### config.mk
export PLATFORM = sky130hd
export DESIGN_NAME = card_dealer_ctrl_flat
export DESIGN_NICKNAME = d
export VERILOG_FILES = /design/src/rtl/card_dealer_ctrl_if.sv /design/src/rtl/card_dealer_ctrl.sv /design/src/flat_wrapper.sv
export SDC_FILE = /design/constraint.sdc
export NUM_CORES = 1
export LEC_CHECK = 0
export BUFFER_PORTS_ARGS = -buffer_cell sky130_fd_sc_hd__buf_2
export CAP_MARGIN = 5
export CELL_PAD_IN_SITES_DETAIL_PLACEMENT = 0
export CELL_PAD_IN_SITES_GLOBAL_PLACEMENT = 1
export CORE_AREA = 2 2 108 110
export DETAILED_ROUTE_END_ITERATION = 12
export DIE_AREA = 0 0 110 112
export GPL_TIMING_DRIVEN = 0
export HOLD_SLACK_MARGIN = 0.06
export PLACE_DENSITY = 0.84
export SYNTH_ARGS = -nofsm -noshare
export SYNTH_HDL_FRONTEND = slang
export SYNTH_SLANG_ARGS = --single-unit
### constraint.sdc
create_clock -name clk_cd_i -period 6.5 [get_ports clk_cd_i]
set_clock_uncertainty 0.2 [all_clocks]
set_input_delay 0.325 -clock clk_cd_i [delete_from_list [all_inputs] [get_ports clk_cd_i]]
set_output_delay 0.325 -clock clk_cd_i [all_outputs]
set_load 0.05 [all_outputs]
### src/rtl/card_dealer_ctrl_if.sv
// ============================================================================
// Module   : card_dealer_ctrl_if
// Purpose  : Counter request/index pair plus the card valid/ready handshake.
// Revision : 1.0
// ============================================================================
`default_nettype none

interface card_dealer_ctrl_if;
  logic       req_card_o;
  logic [7:0] card_idx_i;
  logic       card_valid_o;
  logic       card_ready_i;
  logic [5:0] card_idx_o;
  logic [3:0] card_rank_o;
  logic [1:0] card_suit_o;
  logic [3:0] card_points_o;

  modport master (
    output req_card_o,
    input  card_idx_i,
    output card_valid_o,
    input  card_ready_i,
    output card_idx_o,
    output card_rank_o,
    output card_suit_o,
    output card_points_o
  );

  modport slave (
    input  req_card_o,
    output card_idx_i,
    input  card_valid_o,
    output card_ready_i,
    input  card_idx_o,
    input  card_rank_o,
    input  card_suit_o,
    input  card_points_o
  );
endinterface

`default_nettype wire

### src/rtl/card_dealer_ctrl.sv
// ============================================================================
// Module   : card_dealer_ctrl
// Purpose  : Freezes a free-running card counter, rejects empty/dealt indices
//            by re-spinning, and presents decoded cards over valid/ready.
// Revision : 1.0
// ============================================================================
`default_nettype none

module card_dealer_ctrl #(
  parameter int RETRY_SPIN = 3,
  parameter int DECK_SIZE  = 52
) (
  input  wire logic            clk_cd_i,
  input  wire logic            rst_cd_i,
  input  wire logic            shuffle_i,
  input  wire logic            deal_req_i,
  card_dealer_ctrl_if.master   dif,
  output logic                 busy_o,
  output logic                 deck_empty_o,
  output logic [5:0]           dealt_count_o
);

  typedef enum logic [2:0] {
    ST_SPIN    = 3'd0,
    ST_SETTLE  = 3'd1,
    ST_CHECK   = 3'd2,
    ST_RESPIN  = 3'd3,
    ST_PRESENT = 3'd4
  } state_t;

  state_t      state_q;
  logic        req_q;
  logic        valid_q;
  logic [5:0]  idx_q;
  logic [3:0]  rank_q;
  logic [1:0]  suit_q;
  logic [3:0]  points_q;
  logic [63:0] bitmap_q;
  logic [5:0]  count_q;
  logic [5:0]  retry_q;

  logic [5:0]  idx_d;
  logic [5:0]  off_d;
  logic [3:0]  rank_d;
  logic [1:0]  suit_d;
  logic [3:0]  points_d;
  logic        reject_d;

  assign idx_d = dif.card_idx_i[5:0];
  assign off_d = idx_d - 6'd1;

  // Range is tested on the full 8-bit index before the bitmap lookup uses bits 5:0.
  assign reject_d = (dif.card_idx_i == 8'd0) ||
                    (dif.card_idx_i > 8'(DECK_SIZE)) ||
                    bitmap_q[idx_d];

  always_comb begin
    suit_d = 2'd0;
    rank_d = 4'd0;
    if (off_d < 6'd13) begin
      suit_d = 2'd0;
      rank_d = 4'(off_d + 6'd1);
    end else if (off_d < 6'd26) begin
      suit_d = 2'd1;
      rank_d = 4'(off_d - 6'd12);
    end else if (off_d < 6'd39) begin
      suit_d = 2'd2;
      rank_d = 4'(off_d - 6'd25);
    end else begin
      suit_d = 2'd3;
      rank_d = 4'(off_d - 6'd38);
    end
    if (rank_d == 4'd1) begin
      points_d = 4'd11;
    end else if (rank_d > 4'd10) begin
      points_d = 4'd10;
    end else begin
      points_d = rank_d;
    end
  end

  always_ff @(posedge clk_cd_i or negedge rst_cd_i) begin
    if (!rst_cd_i) begin
      state_q  <= ST_SPIN;
      req_q    <= 1'b1;
      valid_q  <= 1'b0;
      idx_q    <= 6'd0;
      rank_q   <= 4'd0;
      suit_q   <= 2'd0;
      points_q <= 4'd0;
      bitmap_q <= 64'd0;
      count_q  <= 6'd0;
      retry_q  <= 6'd0;
    end else if (shuffle_i) begin
      state_q  <= ST_SPIN;
      req_q    <= 1'b1;
      valid_q  <= 1'b0;
      bitmap_q <= 64'd0;
      count_q  <= 6'd0;
      retry_q  <= 6'd0;
    end else begin
      case (state_q)
        ST_SPIN: begin
          req_q <= 1'b1;
          if (deal_req_i && !deck_empty_o) begin
            req_q   <= 1'b0;
            state_q <= ST_SETTLE;
          end
        end
        ST_SETTLE: begin
          state_q <= ST_CHECK;
        end
        ST_CHECK: begin
          if (reject_d) begin
            req_q   <= 1'b1;
            retry_q <= 6'd0;
            state_q <= ST_RESPIN;
          end else begin
            bitmap_q[idx_d] <= 1'b1;
            count_q  <= count_q + 6'd1;
            idx_q    <= idx_d;
            rank_q   <= rank_d;
            suit_q   <= suit_d;
            points_q <= points_d;
            valid_q  <= 1'b1;
            state_q  <= ST_PRESENT;
          end
        end
        ST_RESPIN: begin
          // req_q went high on the CHECK edge, so dropping it on the last
          // RESPIN edge yields exactly RETRY_SPIN counter increments.
          if (retry_q == 6'(RETRY_SPIN - 1)) begin
            req_q   <= 1'b0;
            state_q <= ST_SETTLE;
          end else begin
            retry_q <= retry_q + 6'd1;
          end
        end
        ST_PRESENT: begin
          if (dif.card_ready_i) begin
            valid_q <= 1'b0;
            req_q   <= 1'b1;
            state_q <= ST_SPIN;
          end
        end
        default: begin
          state_q <= ST_SPIN;
          req_q   <= 1'b1;
          valid_q <= 1'b0;
        end
      endcase
    end
  end

  assign dif.req_card_o    = req_q;
  assign dif.card_valid_o  = valid_q;
  assign dif.card_idx_o    = idx_q;
  assign dif.card_rank_o   = rank_q;
  assign dif.card_suit_o   = suit_q;
  assign dif.card_points_o = points_q;

  assign busy_o        = (state_q != ST_SPIN);
  assign deck_empty_o  = (count_q == 6'(DECK_SIZE));
  assign dealt_count_o = count_q;

endmodule

`default_nettype wire

### src/flat_wrapper.sv
// flat-port wrapper written by rule: the top's interface ports become plain ports
module card_dealer_ctrl_flat 
#(
  parameter int RETRY_SPIN = 3,
  parameter int DECK_SIZE  = 52
)
  (clk_cd_i, rst_cd_i, shuffle_i, deal_req_i, busy_o, deck_empty_o, dealt_count_o, dif_req_card_o, dif_card_idx_i, dif_card_valid_o, dif_card_ready_i, dif_card_idx_o, dif_card_rank_o, dif_card_suit_o, dif_card_points_o);
  card_dealer_ctrl_if dif_i ();
  input  wire logic clk_cd_i;
  input  wire logic rst_cd_i;
  input  wire logic shuffle_i;
  input  wire logic deal_req_i;
  output logic busy_o;
  output logic deck_empty_o;
  output logic [5:0] dealt_count_o;
  output wire logic [$bits(dif_i.req_card_o)-1:0] dif_req_card_o;
  input wire logic [$bits(dif_i.card_idx_i)-1:0] dif_card_idx_i;
  output wire logic [$bits(dif_i.card_valid_o)-1:0] dif_card_valid_o;
  input wire logic [$bits(dif_i.card_ready_i)-1:0] dif_card_ready_i;
  output wire logic [$bits(dif_i.card_idx_o)-1:0] dif_card_idx_o;
  output wire logic [$bits(dif_i.card_rank_o)-1:0] dif_card_rank_o;
  output wire logic [$bits(dif_i.card_suit_o)-1:0] dif_card_suit_o;
  output wire logic [$bits(dif_i.card_points_o)-1:0] dif_card_points_o;
  assign dif_req_card_o = dif_i.req_card_o;
  assign dif_i.card_idx_i = dif_card_idx_i;
  assign dif_card_valid_o = dif_i.card_valid_o;
  assign dif_i.card_ready_i = dif_card_ready_i;
  assign dif_card_idx_o = dif_i.card_idx_o;
  assign dif_card_rank_o = dif_i.card_rank_o;
  assign dif_card_suit_o = dif_i.card_suit_o;
  assign dif_card_points_o = dif_i.card_points_o;
  card_dealer_ctrl #(.RETRY_SPIN(RETRY_SPIN), .DECK_SIZE(DECK_SIZE)) u_core (.clk_cd_i(clk_cd_i), .rst_cd_i(rst_cd_i), .shuffle_i(shuffle_i), .deal_req_i(deal_req_i), .dif(dif_i), .busy_o(busy_o), .deck_empty_o(deck_empty_o), .dealt_count_o(dealt_count_o));
endmodule
# Word-level counts from Yosys, hierarchy flattened
# Index checks and enable logic that the tools add are counted.
[word_totals]
wordCells = 98
ff_bits = 97
[op_classes]
reduce_logical = 17
muxes = 38
eq_ne = 16
bitwise = 3
add_sub_neg = 7
n_lt_le_gt_ge = 7
[op_table]
columns = ["cell", "n"]
rows = [
  ["64-bit two-way mux", 3],
  ["64-bit OR", 1],
  ["6-bit two-way mux", 6],
  ["4-bit two-way mux", 5],
  ["3-bit two-way mux", 5],
  ["3-bit one-hot mux with 5 select lines", 1],
  ["6-bit by 1-bit adder with 6-bit output (second input constant)", 2],
  ["6-bit one-hot mux with 2 select lines", 1],
  ["3-bit AND reduction", 4],
  ["1-bit two-way mux", 11],
  ["3-bit by 2-bit != test with 1-bit output (second input constant)", 3],
  ["3-bit != test (second input constant)", 3],
  ["8-bit by 6-bit > comparator with 1-bit output (second input constant)", 1],
  ["8-bit logical NOT", 1],
  ["4-bit subtractor (second input constant)", 2],
  ["6-bit by 7-bit less-than comparator with 1-bit output (second input constant)", 1],
  ["1-bit binary-select mux with 6-bit select", 1],
  ["1-bit demux with 6-bit select", 1],
  ["3-bit by 2-bit equality test with 1-bit output (second input constant)", 2],
  ["6-bit by 2-bit equality test with 1-bit output (second input constant)", 1],
  ["6-bit equality test (second input constant)", 1],
  ["6-bit by 1-bit greater-or-equal comparator with 1-bit output (second input constant)", 1],
  ["6-bit by 4-bit less-than comparator with 1-bit output (second input constant)", 1],
  ["6-bit by 5-bit less-than comparator with 1-bit output (second input constant)", 1],
  ["23 further kinds", 29],
]

# Longest topological paths before layout
[logic_depth]
depth_word = 8
ltp_mapped = 15

# Worst setup path before layout
# Ideal clock, no wire load.
[synth_timing]
kind = "input -> register"
start = "in dif_card_idx_i[1]"
end = "reg u_core.points_q[1] (netlist: u_core.dif.card_points_o[1])"
stages = 12
path_buffers = 1
setup_slack_ns = 3.082
arrival_ns = 3.090
setup_ns = 0.128
cell_sequence = "clkbuf_1 > inv_1 > ha_1 > xor2_1 > ha_1 > and3b_1 > o21a_4 > a211o_1 > a2111oi_4 > a21o_2 > mux2i_1 > a31oi_1"
[synth_via]
elab_chain_len = 8
elab_cells_between_ends = 23
classes_between = "add/sub (5); order compare (5); eq/ne (1); mux (7); bitwise (1); reduce/logical (4)"
[synth_lines]
columns = ["item", "line", "source"]
rows = [
  ["start, declared", "flat_wrapper.sv:17", "input wire logic [$bits(dif_i.card_idx_i)-1:0] dif_card_idx_i;"],
  ["6-bit by 1-bit subtractor with 6-bit output", "card_dealer_ctrl.sv:50", "assign off_d = idx_d - 6'd1;"],
  ["6-bit less-than comparator (tied with other cells)", "card_dealer_ctrl.sv:66", "end else if (off_d < 6'd39) begin"],
  ["4-bit two-way mux", "card_dealer_ctrl.sv:66", ""],
  ["4-bit two-way mux", "card_dealer_ctrl.sv:63", "end else if (off_d < 6'd26) begin"],
  ["4-bit two-way mux", "card_dealer_ctrl.sv:60", "if (off_d < 6'd13) begin"],
  ["4-bit > comparator", "card_dealer_ctrl.sv:75", "end else if (rank_d > 4'd10) begin"],
  ["4-bit two-way mux", "card_dealer_ctrl.sv:75", ""],
  ["4-bit two-way mux", "card_dealer_ctrl.sv:73", "if (rank_d == 4'd1) begin"],
  ["end signal, assigned", "card_dealer_ctrl.sv:124", "points_q <= points_d;"],
  ["end, declared", "card_dealer_ctrl.sv:37", "logic [3:0] points_q;"],
]
# Parallel ways exist; a longest one is shown, timed or not. The select of a mux whose other input is x is not followed.
# A chain may end at the register's enable or synchronous reset.

# Worst setup path after layout
[layout_timing]
start = "in dif_card_idx_i[1]"
end = "reg u_core.points_q[0] (netlist: u_core.dif.card_points_o[0])"
# Same word-level chain as after synthesis.

==> flow_summary.toml <==
[logic_synthesis]
synth_common_cells = "88 x dfrtp_1, 69 x inv_1, 57 x o22ai_1"
yosysWarnings = 0
synth_top_area_share_pct = 44.7
synth_edf_count = 0
ys_top_cells_by_area = "dfrtp_1 45%, o22ai_1 7.2%, inv_1 5.3%, ha_1 3.3%, nand2_1 2.8%"
synth_cells = 513
yosysSeqAreaShare_pct = 45.3
syn_area_per_cell_um2 = 9.60
ys_types = 66
async_flop_share_pct = 100
synth-seq-cells = 89
synth_flop_cell = "dfrtp_1"
mappedNetlistArea_um2 = 4920
yosysTopAreaCell = "dfrtp_1"
syn_nets = 539
synthMostInstantiatedCell = "dfrtp_1"

[detailed_routing]
met2_wirelength_um = 5980
viasPerCell = 5.67
drc = 0
route.met3.wl_um = 639
first_pass_iters = 5
ant_nets = 0
drt-initial-drc-count = 397
drt-total-wl_um = 12500
wl_per_cell_um = 17.6
vias = 4034
met1_length_um = 5720
top_layer_used = "met4"

[power]
switching_share_pct = 34.2
powerDensity_nw_per_um2 = 261
leakagePower_nw = 2.44
p_seq_share_pct = 41.5
clkPwrFrac_pct = 34.9
p_switching_uw = 501
internal_power_uw = 965
p_comb_share_pct = 23.6
ir_worst_vdd_uv = 186

[floorplan]
start_util_pct = 44.1
fp.dieArea_um2 = 12300
core_area_um2 = 11200
num_rows = 39
die_h_um = 112
io_pins = 39
dieWidth_um = 110

[layout]
drive_gt1_share_pct = 16.7
fin_cells = 711
antenna_cells = 0
fin_nets = 589
regArea_um2 = 2230
multi_input_area_um2 = 2270
area.growth.synth_to_final_pct = 14.2
postLayoutCellArea_um2 = 5620
n_fill_cell = 1022

[place]
dp_hpwl_um = 8710
dpl_cell_area_um2 = 5320
io_buffers = 37
place_congestion = 0.846
dp_cells = 694

[worst_setup_path]
crit_family = "buffers and inverters"
path_class = "in -> reg"
cp-end-kind = "register"
worst_path_max_delay_cell = "xor2_1"
cp_num_buf_inv = 3
critPathLaunchType = "input port"
cp.depth = 14
cp_slowest_stage_delay_ps = 540
r2r_cells = 9
crit_end = "u_core.dif.card_points_o[0]"
r2r-start = "u_core.bitmap_q[1]"
cp_max_fo = 10
crit_chain = "buf_2 > clkbuf_1 > inv_1 > ha_1 > xor2_1 > ha_1 > o21bai_1 > a21oi_1 > a211oi_1 > mux2_1 > o311ai_1 > or2_2 > nor3b_1 > nor2_1"
reg2reg_to = "u_core.bitmap_q[29]"
crit_path_frequent_cell = "ha_1"
rrSetupSlack_ps = 3550
startpoint = "dif_card_idx_i[1]"
cp_data_arrival_time_ps = 4040
required_ps = 6540

[clock_tree]
cts_inserted_buffers = 9
clk_path_buf_depth = 2
htreeDepth = 3
clkTransAtPathRegs_ps = 60
clock_tree.root_cell = "clkbuf_16"
cts_num_sinks = 89
cts_setup_buffers = 0
insertion_delay_ps = 350
cts_tree = "done"

[global_routing]
grt_start_max_net_pins = 53
antenna_found_initial = 0
grt_usage_pct = 21.8
grt_pass1_wl_um = 20700
grt_pass1_vias = 3980
grt_overflow = 0

[sta]
finalSetupTns_ps = 0
slew_headroom_pct = 57.7
hold-worst-slack_ps = 81.0
fmaxAchievable_mhz = 250
setup_viol = 0
grt_setup_unrepaired = "false"
period_share_pct = 61.6
period_needed_ps = 4000
hold_violations = 0
worst_pin_slew_ps = 632
maxSlewViolCount = 0

[outcome]
status = "completed"

[min_path]
hold_path.class = "in -> reg"

[run]
max-cap-violations = 0
-- sequential cells by signal, summed over array words and instances, names as in the netlist --
register / flops
u_core.bitmap_q: 56
u_core.dealt_count_o: 6
u_core.dif.card_idx_o: 6
u_core.retry_q: 6
u_core.dif.card_points_o: 4
u_core.dif.card_rank_o: 4
u_core.state_q: 3
u_core.dif.card_suit_o: 2
u_core.dif.card_valid_o: 1
u_core.dif.req_card_o: 1
-- metal layers --
layer | vias to the layer above | track usage, %
met1 | 1975 | 30.6
met5 | - | 0
li1 | 1916 | -
met2 | 126 | 33.8
met4 | 0 | 6.92
met3 | 17 | 4.51
-- logic make-up after synthesis --
kind of cell / after synthesis / synth area share [%]
mux: 24 / 7.42
xor+xnor: 9 / 1.98
simple gates: 139 / 14.8
flops: 89 / 45.3
fa+ha+maj: 13 / 3.30
compound gates: 135 / 18.6
buf+inv: 104 / 8.67
-- worst reg2reg max path: cells and delay by family (launching register included) --
kind | cells | cell delay [ps]
simple gates | 4 | 920
mux | 2 | 700
buf+inv | 2 | 470
flops | 1 | 380
compound gates | 1 | 190
-- layout make-up --
class / instances / area share [%]
multi-input cells: 320 / 40.4
flip-flops and latches: 89 / 39.6
inverters: 70 / 4.67
clock buffers: 11 / 4.50
repair buffers: 39 / 4.01
well taps: 143 / 3.18
plain buffers: 34 / 2.92
clock inverters: 5 / 0.712
-- layout by cell type, fill, tap and decap left out, types with 4 or more instances in the layout --
cell type  count
a211oi_1       4
a21oi_1       16
a221oi_1       4
a31oi_1        5
buf_2         41
buf_4          5
clkbuf_1      21
clkbuf_16      9
clkinv_4       4
dfrtp_1       88
ha_1          13
inv_1         69
mux2_2        10
mux2i_1        5
mux4_2         5
nand2_1       37
nand2b_1      10
nand3_1       16
nand3b_1       6
nand4_1        4
nor2_1        23
nor2b_1        4
nor3_1         9
nor3b_1        5
o21ai_0       21
o22ai_1       57
or2_2          4
or3_1          5
xnor2_1        7
-- stage by stage --
step / utilization [%] / setup WS (ps) / total power [mW]
6_report: 50.3 / 2500 / 1.47
5_1_grt: 50.3 / 2230 / 1.53
4_1_cts: 50.3 / 2570 / 1.48
2_1_floorplan: - / 3080 / 0.871
3_3_place_gp: 47.3 / 2250 / 0.957
3_5_place_dp: 47.6 / 2190 / 0.965
-- how the worst min path moves through the flow --
| stage | start | to | slack (ps) | cells past startpoint |
|---|---|---|---|---|
| after global placement | u_core.dif.card_rank_o[1] | u_core.dif.card_rank_o[1] | 260 | 2 |
| after detailed placement | rst_cd_i | u_core.bitmap_q[21] | 140 | 1 |
| after floorplan | rst_cd_i | u_core.bitmap_q[0] | -170 | 0 |
| after global routing | dif_card_ready_i | u_core.dif.card_valid_o | 110 | 4 |
| final | dif_card_ready_i | u_core.dif.card_valid_o | 80 | 4 |
| after CTS | dif_card_ready_i | u_core.dif.card_valid_o | 70 | 4 |
-- power groups by stage --
| stage | clock network [mW] | logic [mW] | registers (mW) |
|---|---|---|---|
| floorplan | 0 | 0.130 | 0.741 |
| global placement | 0 | 0.340 | 0.617 |
| detailed placement | 0 | 0.346 | 0.619 |
| CTS | 0.520 | 0.347 | 0.609 |
| global route | 0.546 | 0.374 | 0.613 |
| finish | 0.512 | 0.346 | 0.609 |
-- what timing repair did --
action | CTS | global route
resized for setup | 0 | 0
hold endpoints to repair | 37 | 0
hold buffers | 1 | 0
No activity file was read; power rests on OpenSTA's default activity.
